`src/rtl/div_32_seq_pkg.sv`:
```
// Shared definitions for the sequential restoring divider: FSM encoding,
// iteration-counter sizing and the divide-by-zero quotient pattern.
package div_pkg;

  localparam int DIV_WIDTH = 32;

  typedef enum logic [1:0] {
    ST_IDLE = 2'd0,
    ST_CALC = 2'd1,
    ST_FIX  = 2'd2,
    ST_DONE = 2'd3
  } state_t;

  // Iteration counter width: counts WIDTH-1 down to 0
  function automatic int cnt_width(input int w);
    return $clog2(w);
  endfunction

  localparam int CNT_W = cnt_width(DIV_WIDTH);

  // Quotient for a zero divisor is all ones, replicated to the datapath width
  localparam logic DZ_Q_BIT = 1'b1;

endpackage

```
`src/rtl/div_32_seq_step.sv`:
```
// One restoring-division iteration: shift in the next dividend bit, try to
// subtract the divisor, keep the difference only if it did not go negative.
module div_step #(
  parameter int WIDTH = 32
) (
  input  logic [WIDTH:0]   rem_in,
  input  logic             dvd_bit,
  input  logic [WIDTH-1:0] divisor,
  output logic [WIDTH:0]   rem_out,
  output logic             q_bit
);

  logic [WIDTH+1:0] trial;

  // An extra guard bit above the shifted remainder acts as the borrow flag
  always_comb begin
    trial   = {rem_in, dvd_bit} - {2'b00, divisor};
    q_bit   = ~trial[WIDTH+1];
    rem_out = q_bit ? trial[WIDTH:0] : {rem_in[WIDTH-1:0], dvd_bit};
  end

endmodule

```
`src/rtl/div_32_seq.sv`:
```
// Multi-cycle restoring divider producing quotient (LO) and remainder (HI)
// for signed and unsigned operands, one quotient bit per clock.
module div_32_seq
  import div_pkg::*;
#(
  parameter int WIDTH = DIV_WIDTH
) (
  input  logic             clk,
  input  logic             reset,
  input  logic             start,
  input  logic             is_signed,
  input  logic [WIDTH-1:0] A,
  input  logic [WIDTH-1:0] B,
  output logic             busy,
  output logic             done,
  output logic [WIDTH-1:0] Q,
  output logic [WIDTH-1:0] R,
  output logic             div_zero
);

  localparam int CW = cnt_width(WIDTH);

  state_t           state;
  logic [CW-1:0]    cnt;
  logic [WIDTH:0]   rem;
  logic [WIDTH-1:0] dvd;
  logic [WIDTH-1:0] dvs;
  logic             sign_q;
  logic             sign_r;

  logic [WIDTH-1:0] a_mag;
  logic [WIDTH-1:0] b_mag;
  logic [WIDTH:0]   rem_next;
  logic             q_bit;

  always_comb begin
    a_mag = (is_signed && A[WIDTH-1]) ? -A : A;
    b_mag = (is_signed && B[WIDTH-1]) ? -B : B;
  end

  div_step #(.WIDTH(WIDTH)) u_step (
    .rem_in  (rem),
    .dvd_bit (dvd[WIDTH-1]),
    .divisor (dvs),
    .rem_out (rem_next),
    .q_bit   (q_bit)
  );

  // dvd doubles as the quotient accumulator: dividend bits shift out of the
  // top while quotient bits shift in at the bottom. For a zero divisor it
  // keeps the raw dividend so the remainder can report it unmodified.
  always_ff @(posedge clk or posedge reset) begin
    if (reset) begin
      state    <= ST_IDLE;
      cnt      <= '0;
      rem      <= '0;
      dvd      <= '0;
      dvs      <= '0;
      sign_q   <= 1'b0;
      sign_r   <= 1'b0;
      busy     <= 1'b0;
      done     <= 1'b0;
      Q        <= '0;
      R        <= '0;
      div_zero <= 1'b0;
    end else begin
      done <= 1'b0;
      case (state)
        ST_IDLE: begin
          if (start) begin
            busy   <= 1'b1;
            sign_q <= is_signed & (A[WIDTH-1] ^ B[WIDTH-1]);
            sign_r <= is_signed & A[WIDTH-1];
            rem    <= '0;
            dvs    <= b_mag;
            cnt    <= CW'(WIDTH - 1);
            if (B == '0) begin
              dvd   <= A;
              state <= ST_FIX;
            end else begin
              dvd   <= a_mag;
              state <= ST_CALC;
            end
          end
        end
        ST_CALC: begin
          rem <= rem_next;
          dvd <= {dvd[WIDTH-2:0], q_bit};
          if (cnt == '0) begin
            state <= ST_FIX;
          end else begin
            cnt <= cnt - 1'b1;
          end
        end
        ST_FIX: begin
          if (dvs == '0) begin
            Q        <= {WIDTH{DZ_Q_BIT}};
            R        <= dvd;
            div_zero <= 1'b1;
          end else begin
            Q        <= sign_q ? -dvd : dvd;
            R        <= sign_r ? -rem[WIDTH-1:0] : rem[WIDTH-1:0];
            div_zero <= 1'b0;
          end
          done  <= 1'b1;
          state <= ST_DONE;
        end
        ST_DONE: begin
          busy  <= 1'b0;
          state <= ST_IDLE;
        end
        default: begin
          state <= ST_IDLE;
        end
      endcase
    end
  end

endmodule

```
`config.mk`:
```
export PLATFORM = sky130hd
export DESIGN_NAME = div_32_seq
export DESIGN_NICKNAME = d
export VERILOG_FILES = /design/src/rtl/div_32_seq_pkg.sv /design/src/rtl/div_32_seq_step.sv /design/src/rtl/div_32_seq.sv
export SDC_FILE = /design/constraint.sdc
export NUM_CORES = 1
export LEC_CHECK = 0
export CAP_MARGIN = 40
export CORE_MARGIN = 8
export CORE_UTILIZATION = 30
export CTS_CLUSTER_DIAMETER = 100
export DETAILED_ROUTE_END_ITERATION = 10
export DONT_BUFFER_PORTS = 1
export GPL_ROUTABILITY_DRIVEN = 0
export PLACE_DENSITY = 0.44
export RECOVER_POWER = 25
export SYNTH_ARGS = -nofsm -noshare
export SYNTH_HDL_FRONTEND = slang
export SYNTH_SLANG_ARGS = --single-unit
```
`constraint.sdc`:
```
create_clock -name clk -period 9.1 [get_ports clk]
set_clock_uncertainty 0.05 [all_clocks]
set_input_delay 2.73 -clock clk [delete_from_list [all_inputs] [get_ports clk]]
set_output_delay 2.73 -clock clk [all_outputs]
set_load 0.01 [all_outputs]
```
# After elaboration in Yosys (flattened, before gate mapping)
# Index checks and enable logic that the tools add are counted.
[word_totals] romBits=0 latch_bits=0 out_inout_bits=67 mem_count=0 mem_bits_rw=0 register_bits=173
[classes] bitwise=4 div_mod_pow=0 mul=0 reduce_logical=13 mux=23 add_sub_neg=6 shift=0 magnitude_cmp=0 n_eq_ne=6
[ops] operator="$mux W32" count=8
[ops] operator="$neg A32 Y32" count=4
[ops] operator="$mux W33" count=2
[ops] operator="$pmux W33 S2" count=1
[ops] operator="$logic_not A32 Y1" count=2
[ops] operator="$pmux W32 S2" count=1
[ops] operator="$sub A34 B32 Y34" count=1
[ops] operator="$mux W5" count=2
[ops] operator="$pmux W5 S2" count=1
[ops] operator="$pmux W2 S4" count=1
[ops] operator="$reduce_and A2 Y1" count=4
[ops] operator="$mux W2" count=3
[ops] operator="$ne A2 B2 Y1 const B" count=3
[ops] operator="$logic_not A5 Y1" count=1
[ops] operator="$sub A5 B1 Y5 const B" count=1
[ops] operator="$eq A2 B2 Y1 const B" count=2
[ops] operator="$reduce_bool A2 Y1" count=2
[ops] operator="$mux W1" count=3
[ops] operator="$reduce_and A3 Y1" count=1
[ops] operator="$and A1 B1 Y1" count=2
[ops] operator="$eq A2 B1 Y1 const B" count=1
[ops] operator="$logic_and A1 B1 Y1" count=2
[ops] operator="$logic_not A2 Y1" count=1
[ops] operator="$pmux W1 S2" count=1
[ops] operator="2 further kinds" count=2

# Depth between registers and ports, before layout
# Gate-level depths: netlist of the first run.
[logic_depth] ltp_word=5 ltp_mapped=13 depth_no_buf=12

# Hierarchy
# Synthesis of the first run repeated with hierarchy kept, for this count alone.
[unflattened] cells_unflattened=1403 hier_area_um2=11967.7
[by_module_without_submodules] mod="div_32_seq" cells_each=1097 n_inst=1 area_each_um2=9754.4 seq_area_each_um2=4329.2
[by_module_without_submodules] mod="div_step" cells_each=306 n_inst=1 area_each_um2=2213.4 seq_area_each_um2=0.0

# Worst setup path before layout of the first run
# No wires, ideal clock.
[synth_path] path_kind="input to register" startpoint="in A[8]" endpoint="reg dvd[26]" setup_ps=133 arrival_ps=4822 required_time_ps=8917 slack_ps=4094 n_path_buf=0 cell_stages=8 path_cell_list="or4_1 -> or4_1 -> nor3_1 -> and4_1 -> nor3_1 -> xor2_1 -> mux2i_1 -> o21ai_0"
[synth_via] elab_chain_cells=5
[synth_rtl] item="start, declared" line_no="div_32_seq.sv:12" text="input logic [WIDTH-1:0] A,"
[synth_rtl] item="$neg A32 Y32" line_no="div_32_seq.sv:37" text="a_mag = (is_signed && A[WIDTH-1]) ? -A : A;"
[synth_rtl] item="$mux W32" line_no="div_32_seq.sv:37"
[synth_rtl] item="$mux W32" line_no="div_32_seq.sv:77" text="if (B == '0) begin"
[synth_rtl] item="$mux W32" line_no="div_32_seq.sv:70" text="if (start) begin"
[synth_rtl] item="$pmux W32 S2" line_no="div_32_seq.sv:68" text="case (state)"
[synth_rtl] item="end signal, assigned" line_no="div_32_seq.sv:81" text="dvd <= a_mag;"
[synth_rtl] item="end signal, assigned" line_no="div_32_seq.sv:88" text="dvd <= {dvd[WIDTH-2:0], q_bit};"
[synth_rtl] item="end, declared" line_no="div_32_seq.sv:26" text="logic [WIDTH-1:0] dvd;"
# Every way passes these cells. The select of a mux whose other input is x is not followed.
# A chain may end at the register's enable or synchronous reset.

==> results by group, run 1 <==
Status
  – Run status: finished, violations left
  – Violated checks: capacitance limit, slew limit

Setup path
  – Buffering stage count on the worst path with inverters included: 2
  – Cell type group with the largest total delay on the critical path: buffers and inverters
  – Highest fanout seen on the critical path: 83
  – Worst setup EP type: asynchronous set/reset pin
  – Arrival time of data at the critical path endpoint: 5800 ps
  – Data required, critical path: 9560 ps
  – Type of the worst setup path: in -> async
  – Element type at the critical path start: input pin
  – Peak per-stage delay on the critical path: 2140 ps
  – Ordered list of cells on the worst path: clkinvlp_2 -> buf_4
  – Cell with the largest stage delay on the worst path: clkinvlp_2

Power
  – Fraction of power consumed by sequential logic: 0.376
  – Logic gate share of total power: 0.416
  – Worst IR drop on VDD: 133 µV
  – Portion of total power attributed to the clock network: 0.208
  – Switch Pwr: 0.00176 W
  – Pwr Density: 301 nW/µm²
  – Fraction of power spent switching nets: 0.441
  – Design internal power: 0.00222 W
  – P_leak: 5.69 nW

Synthesis
  – Top cells by area, synth: dfrtp_1, o21ai_0, xor2_1
  – Average cell area after synthesis: 8.78 µm²
  – Number of enable-type register cells in the synthesized netlist: 0
  – Netlist Area Pre-Place: 12000 µm²
  – Post-synthesis cell type with the largest combined area: dfrtp_1
  – Synth async-reset ratio: 1.00
  – Synth warnings: 0
  – Share of the synthesized area in the top cell type: 0.361
  – Unique masters post-synth: 77
  – Most instantiated flip-flop cell in the synthesis netlist: dfrtp_1
  – Cells after Synth: 1368
  – Sequential cell area fraction in the yosys report: 0.361
  – #FFs+latches synth: 173
  – Post-synth net total: 1479

Timing
  – Transition at the pin with the smallest max-transition slack: 3920 ps
  – Number of pins with negative max-slew slack in the final report: 180
  – RSZ-0062 raised after global routing: no
  – Summed negative setup slack over all endpoints: 0 ps
  – Final count of hold timing violations: 0
  – Min Tclk post-route: 5340 ps
  – Fmax: 187 MHz
  – Slew margin rel.: -1.62
  – Final setup fails: 0
  – Final period util: 0.587

Global routing
  – Total congestion overflow after global routing: 0
  – Pin count of the biggest net entering global routing: 87
  – Antenna violations before repair: 0
  – Global-route wire length before repair: 60400 µm
  – Vias in the first global route: 9756
  – Global-route total usage across every layer: 0.164

Cells and area
  – Area added between synthesis and finish: 9.92%
  – FILL cells: 4196
  – Leading cell type in the layout, fill and taps excluded: dfrtp_1
  – Fraction of layout instances using a drive strength above 1: 0.0742
  – Top library cells by usage in the layout, fill and taps aside: dfrtp_1, nand2_1, o21ai_0
  – Area of combinational cells with multiple inputs: 7140 µm²
  – Final cell count without fillers: 1859
  – Count of antenna diodes in the layout: 0
  – Area taken by flip-flops and latches: 4330 µm²
  – # nets final: 1432

Hold path
  – Type of the most critical hold path: reg -> reg

Clock network
  – Max clock buf depth: 2
  – Clock tree sinks: 173
  – CTS root buf: clkbuf_16
  – Clk Latency, worst-skew pair: 450 ps
  – CTS H-tree depth: 4
  – Clock transition at path regs: 70 ps
  – TritonCTS Buffers: 17
  – # hold bufs at CTS: 0
  – Post-CTS Resized: 0
  – Post-CTS Setup Inserts: 0
  – CTS tree: done

Detailed routing
  – Violation count after the first detailed-route iteration: 564
  – Count of TritonRoute iterations in the first routing pass: 4
  – Routed Antenna Nets: 0
  – Via count: 9833
  – Mean routed wirelength per cell: 20.7 µm
  – Residual DRC count: 0
  – Aggregate routed wire length: 38600 µm
  – Routed vias/inst: 5.29

Die
  – IO Count: 135
  – Initial cell density of the core: 0.303
  – Placement row count: 73
  – Core region area: 39600 µm²
  – Die H: 216 µm
  – Die X-Extent: 216 µm
  – Die ar.: 46700 µm²

Placement
  – Cell Count Post-Placement: 1827
  – Number of buffers inserted by port buffering: 0
  – Detailed placer's ending HPWL: 29200 µm

Job
  – Number of maximum-capacitance constraint violations: 3
cell usage after synthesis (7+ instances only):
library cell and number:
ha_1 42, a21o_1 14, and3_1 16, inv_1 62
a21oi_1 69, o31ai_1 22, o41ai_1 16, xnor2_1 65
nor3_1 39, nand4_1 14, and2_1 25, nand2_1 142
nor4_1 20, nand2b_1 7, mux2_2 26, nand3_1 33
a31oi_1 8, or4_1 13, o21ai_0 132, buf_2 9
o22a_1 28, or3_1 8, mux2i_1 31, xor2_1 70
clkbuf_1 68, nor2_1 71, a221o_1 29, dfrtp_1 173
cell type report:
| class | count | area share |
|---|---|---|
| inverter | 63 | 0.0180 |
| tap | 525 | 0.0498 |
| multi-input combinational | 1051 | 0.541 |
| clock buffer | 19 | 0.0343 |
| sequential | 173 | 0.328 |
| timing repair buffer | 15 | 0.0137 |
| clock inverter | 13 | 0.0155 |
per-stage QoR:
step | hold WS (ps) | util | power [W] | worst slack, ps | instance area, µm²
4_1_cts | 469 | 0.334 | 0.00405 | 3870 | 13200
3_5_place_dp | 453 | 0.317 | 0.00320 | 3390 | 12600
5_1_grt | 491 | 0.333 | 0.00431 | 3110 | 13200
2_1_floorplan | 422 | - | 0.00262 | 1630 | 12000
3_3_place_gp | 443 | 0.314 | 0.00314 | 2920 | 12500
6_report | 459 | 0.333 | 0.00398 | 3760 | 13200
kinds of logic after synthesis:
| logic type | Yosys count | synth area share |
|---|---|---|
| xor+xnor | 135 | 0.0985 |
| fa+ha+maj | 43 | 0.0454 |
| flops | 173 | 0.361 |
| mux | 58 | 0.0515 |
| simple gates | 430 | 0.181 |
| compound gates | 385 | 0.216 |
| buf+inv | 144 | 0.0469 |
worst min-delay path, delay by kind of cell (launching register included):
family / cells / cell delay (ps)
compound gates: 1 / 60
flops: 1 / 370
simple gates: 1 / 50
sequential cells by signal, summed over array words and instances (netlist names), 2 cells and up:
| name | cells |
|---|---|
| rem | 33 |
| Q | 32 |
| R | 32 |
| dvd | 32 |
| dvs | 32 |
| cnt | 5 |
| state | 2 |
power by group through the flow:
stage | logic (W) | clock network, W | registers [W]
6_report | 0.00165 | 0.000829 | 0.00150
3_5_place_dp | 0.00168 | 0 | 0.00153
5_1_grt | 0.00188 | 0.000882 | 0.00155
2_1_floorplan | 0.00133 | 0 | 0.00129
3_3_place_gp | 0.00159 | 0 | 0.00154
4_1_cts | 0.00168 | 0.000856 | 0.00151
path summary, 6_finish.rpt:
check                             from  endpoint  slack [ps]  depth (start not counted)
worst max-delay path             reset   dvd[12]        3760                          2
worst min-delay path            dvs[4]    dvs[4]         460                          2
worst max register to register  dvs[0]     R[18]        4710                          6
worst min register to register  dvs[4]    dvs[4]         460                          2
max in group clk                  B[8]   dvd[28]        3920                          8
min in group asynchronous        reset      R[3]        3270                          1
routing by layer:
| layer | vias to the layer above | routed length [µm] | GRT usage |
|---|---|---|---|
| met5 | - | 0 | 0 |
| met4 | 0 | 1210 | 0.0658 |
| met3 | 42 | 2130 | 0.0373 |
| met2 | 221 | 17000 | 0.252 |
| met1 | 4691 | 18200 | 0.221 |
| li1 | 4879 | - | - |
No activity file was read; power rests on OpenSTA's default activity.
==> run 2: changes to the inputs <==
==> constraint.sdc (replaced) <==
create_clock -name clk -period 5.4 [get_ports clk]
set_clock_uncertainty 0.05 [all_clocks]
set_input_delay 1.62 -clock clk [delete_from_list [all_inputs] [get_ports clk]]
set_output_delay 1.62 -clock clk [all_outputs]
set_load 0.01 [all_outputs]
==> results by group, run 2 (same netlist as run 1, synthesis figures left out) <==
Cells and area
  – Area added between synthesis and finish: 9.32%
  – Top library cells by usage in the layout, fill and taps aside: dfrtp_1, nand2_1, o21ai_0
  – Number of flip-flops in the largest register: 33
  – Fraction of layout instances using a drive strength above 1: 0.0750
  – FILL cells: 4227
  – Leading cell type in the layout, fill and taps excluded: dfrtp_1
  – Count of antenna diodes in the layout: 0
  – Final core utilization: 0.331
  – Largest register by flop count: rem
  – # nets final: 1432

Power
  – Worst IR drop on VDD: 247 µV
  – Portion of total power attributed to the clock network: 0.195
  – Fraction of power spent switching nets: 0.448
  – P_leak: 5.66 nW
  – Pwr Density: 502 nW/µm²
  – Fraction of power consumed by sequential logic: 0.383
  – Logic gate share of total power: 0.421
  – Design internal power: 0.00363 W
  – Switch Pwr: 0.00295 W

Clock network
  – CTS tree: done
  – Post-CTS Resized: 0
  – # hold bufs at CTS: 0
  – Clk Latency, worst-skew pair: 450 ps
  – Post-CTS Setup Inserts: 0
  – Clock transition at path regs: 70 ps
  – CTS H-tree depth: 4
  – Clock tree sinks: 173
  – Max clock buf depth: 2
  – TritonCTS Buffers: 17
  – CTS root buf: clkbuf_16

Global routing
  – Global-route total usage across every layer: 0.163
  – Antenna violations before repair: 0
  – Met3 track demand over resource: 0.0348
  – GR Util met1: 0.228
  – Total congestion overflow after global routing: 0
  – Most crowded layer after global routing: met2
  – Vias in the first global route: 9501
  – Global-route wire length before repair: 59800 µm
  – Pin count of the biggest net entering global routing: 174
  – Met2 GRT Util: 0.246

Setup path
  – FF-to-FF Start: rem[17]
  – Reg-to-reg slack, setup: 1320 ps
  – Arrival time of data at the critical path endpoint: 4590 ps
  – Type of the worst setup path: in -> reg
  – Element type at the critical path start: input pin
  – Highest fanout seen on the critical path: 12
  – Data required, critical path: 5640 ps
  – Capture point of the worst reg-to-reg path: rem[0]
  – Worst setup EP type: flop
  – Worst reg-to-reg path cell count: 9

Hold path
  – Min-Delay Startpoint: dvs[12]
  – Endpoint of the worst hold-timing path: dvs[12]
  – Hold depth: 2
  – Type of the most critical hold path: reg -> reg

Detailed routing
  – Aggregate routed wire length: 38600 µm
  – Violation count after the first detailed-route iteration: 872
  – Residual DRC count: 0
  – Via count: 9944
  – Count of TritonRoute iterations in the first routing pass: 5
  – Routed vias/inst: 5.35
  – Mean routed wirelength per cell: 20.8 µm
  – Routed Antenna Nets: 0

Timing
  – Summed negative setup slack over all endpoints: 0 ps
  – Slew margin rel.: -0.879
  – RSZ-0062 raised after global routing: no
  – Fmax: 230 MHz
  – Final period util: 0.806
  – Final count of hold timing violations: 0
  – Number of pins with negative max-slew slack in the final report: 289
  – Transition at the pin with the smallest max-transition slack: 2820 ps
  – Min Tclk post-route: 4350 ps
  – Final setup fails: 0

Die
  – Die ar.: 46700 µm²
  – Core region area: 39600 µm²
  – Die X-Extent: 216 µm
  – IO Count: 135
  – Die H: 216 µm
  – Placement row count: 73
  – Initial cell density of the core: 0.303

Status
  – Violated checks: capacitance limit, slew limit
  – Run status: finished, violations left

Job
  – Number of maximum-capacitance constraint violations: 3

Placement
  – Detailed placer's ending HPWL: 29100 µm
  – Number of buffers inserted by port buffering: 0
-- run 2: changes by cell type in the layout (fill, tap and decap cells not counted), sizes merged --
cell,previous run,this run
bufinv,4,2
clkbuf,21,20
clkinvlp,2,4
inv,65,66
-- run 2: final cells by class --
cell class,instances,area [µm²],share of cell area
clock buffers,18,439,0.0335
clock inverters,14,156,0.0119
inverters,63,238,0.0181
multi-input cells,1051,7140,0.544
flip-flops and latches,173,4330,0.330
well taps,525,657,0.0500
repair buffers,15,169,0.0129
-- run 2: worst max-delay path: stages --
cell	delay (ps)
or4_1	550
or3_1	400
nor4b_2	480
and4_1	780
buf_4	270
nor3_1	60
xor2_1	180
mux2i_1	140
o21ai_0	90
-- run 2: per-stage QoR --
step                      instances  total power [W]  setup WS [ps]  hold WS (ps)  cell area, µm²
after floorplan                1368          0.00442           1500           422           12000
after global placement         1824          0.00530            572           442           12500
after detailed placement       1827          0.00538            576           454           12600
after CTS                      1859          0.00670           1070           470           13200
after global routing           1859          0.00712            838           505           13100
final                          1859          0.00659           1050           461           13100
-- run 2: how the worst max path moves through the flow --
stage / endpoint / start / cells past startpoint
detailed placement: dvd[11] / B[8] / 9
CTS: dvd[12] / B[8] / 9
global placement: dvd[12] / B[8] / 9
finish: dvd[12] / B[8] / 9
global route: dvd[11] / B[17] / 9
floorplan: dvd[26] / A[8] / 8
-- run 2: metal layers --
layer  share of wire  vias to the layer above  routed length (µm)
li1                -                     4892                   -
met5               0                        -                   0
met3           0.055                       47                2140
met2            0.44                      229               17000
met1            0.48                     4776               18500
met4           0.027                        0                1020
-- run 2: power groups by stage --
stage          clock [W]  sequential (W)  combinational [W]
4_1_cts          0.00133         0.00255            0.00281
6_report         0.00129         0.00253            0.00277
2_1_floorplan          0         0.00217            0.00225
3_3_place_gp           0         0.00261            0.00269
3_5_place_dp           0         0.00258            0.00280
5_1_grt          0.00138         0.00260            0.00314
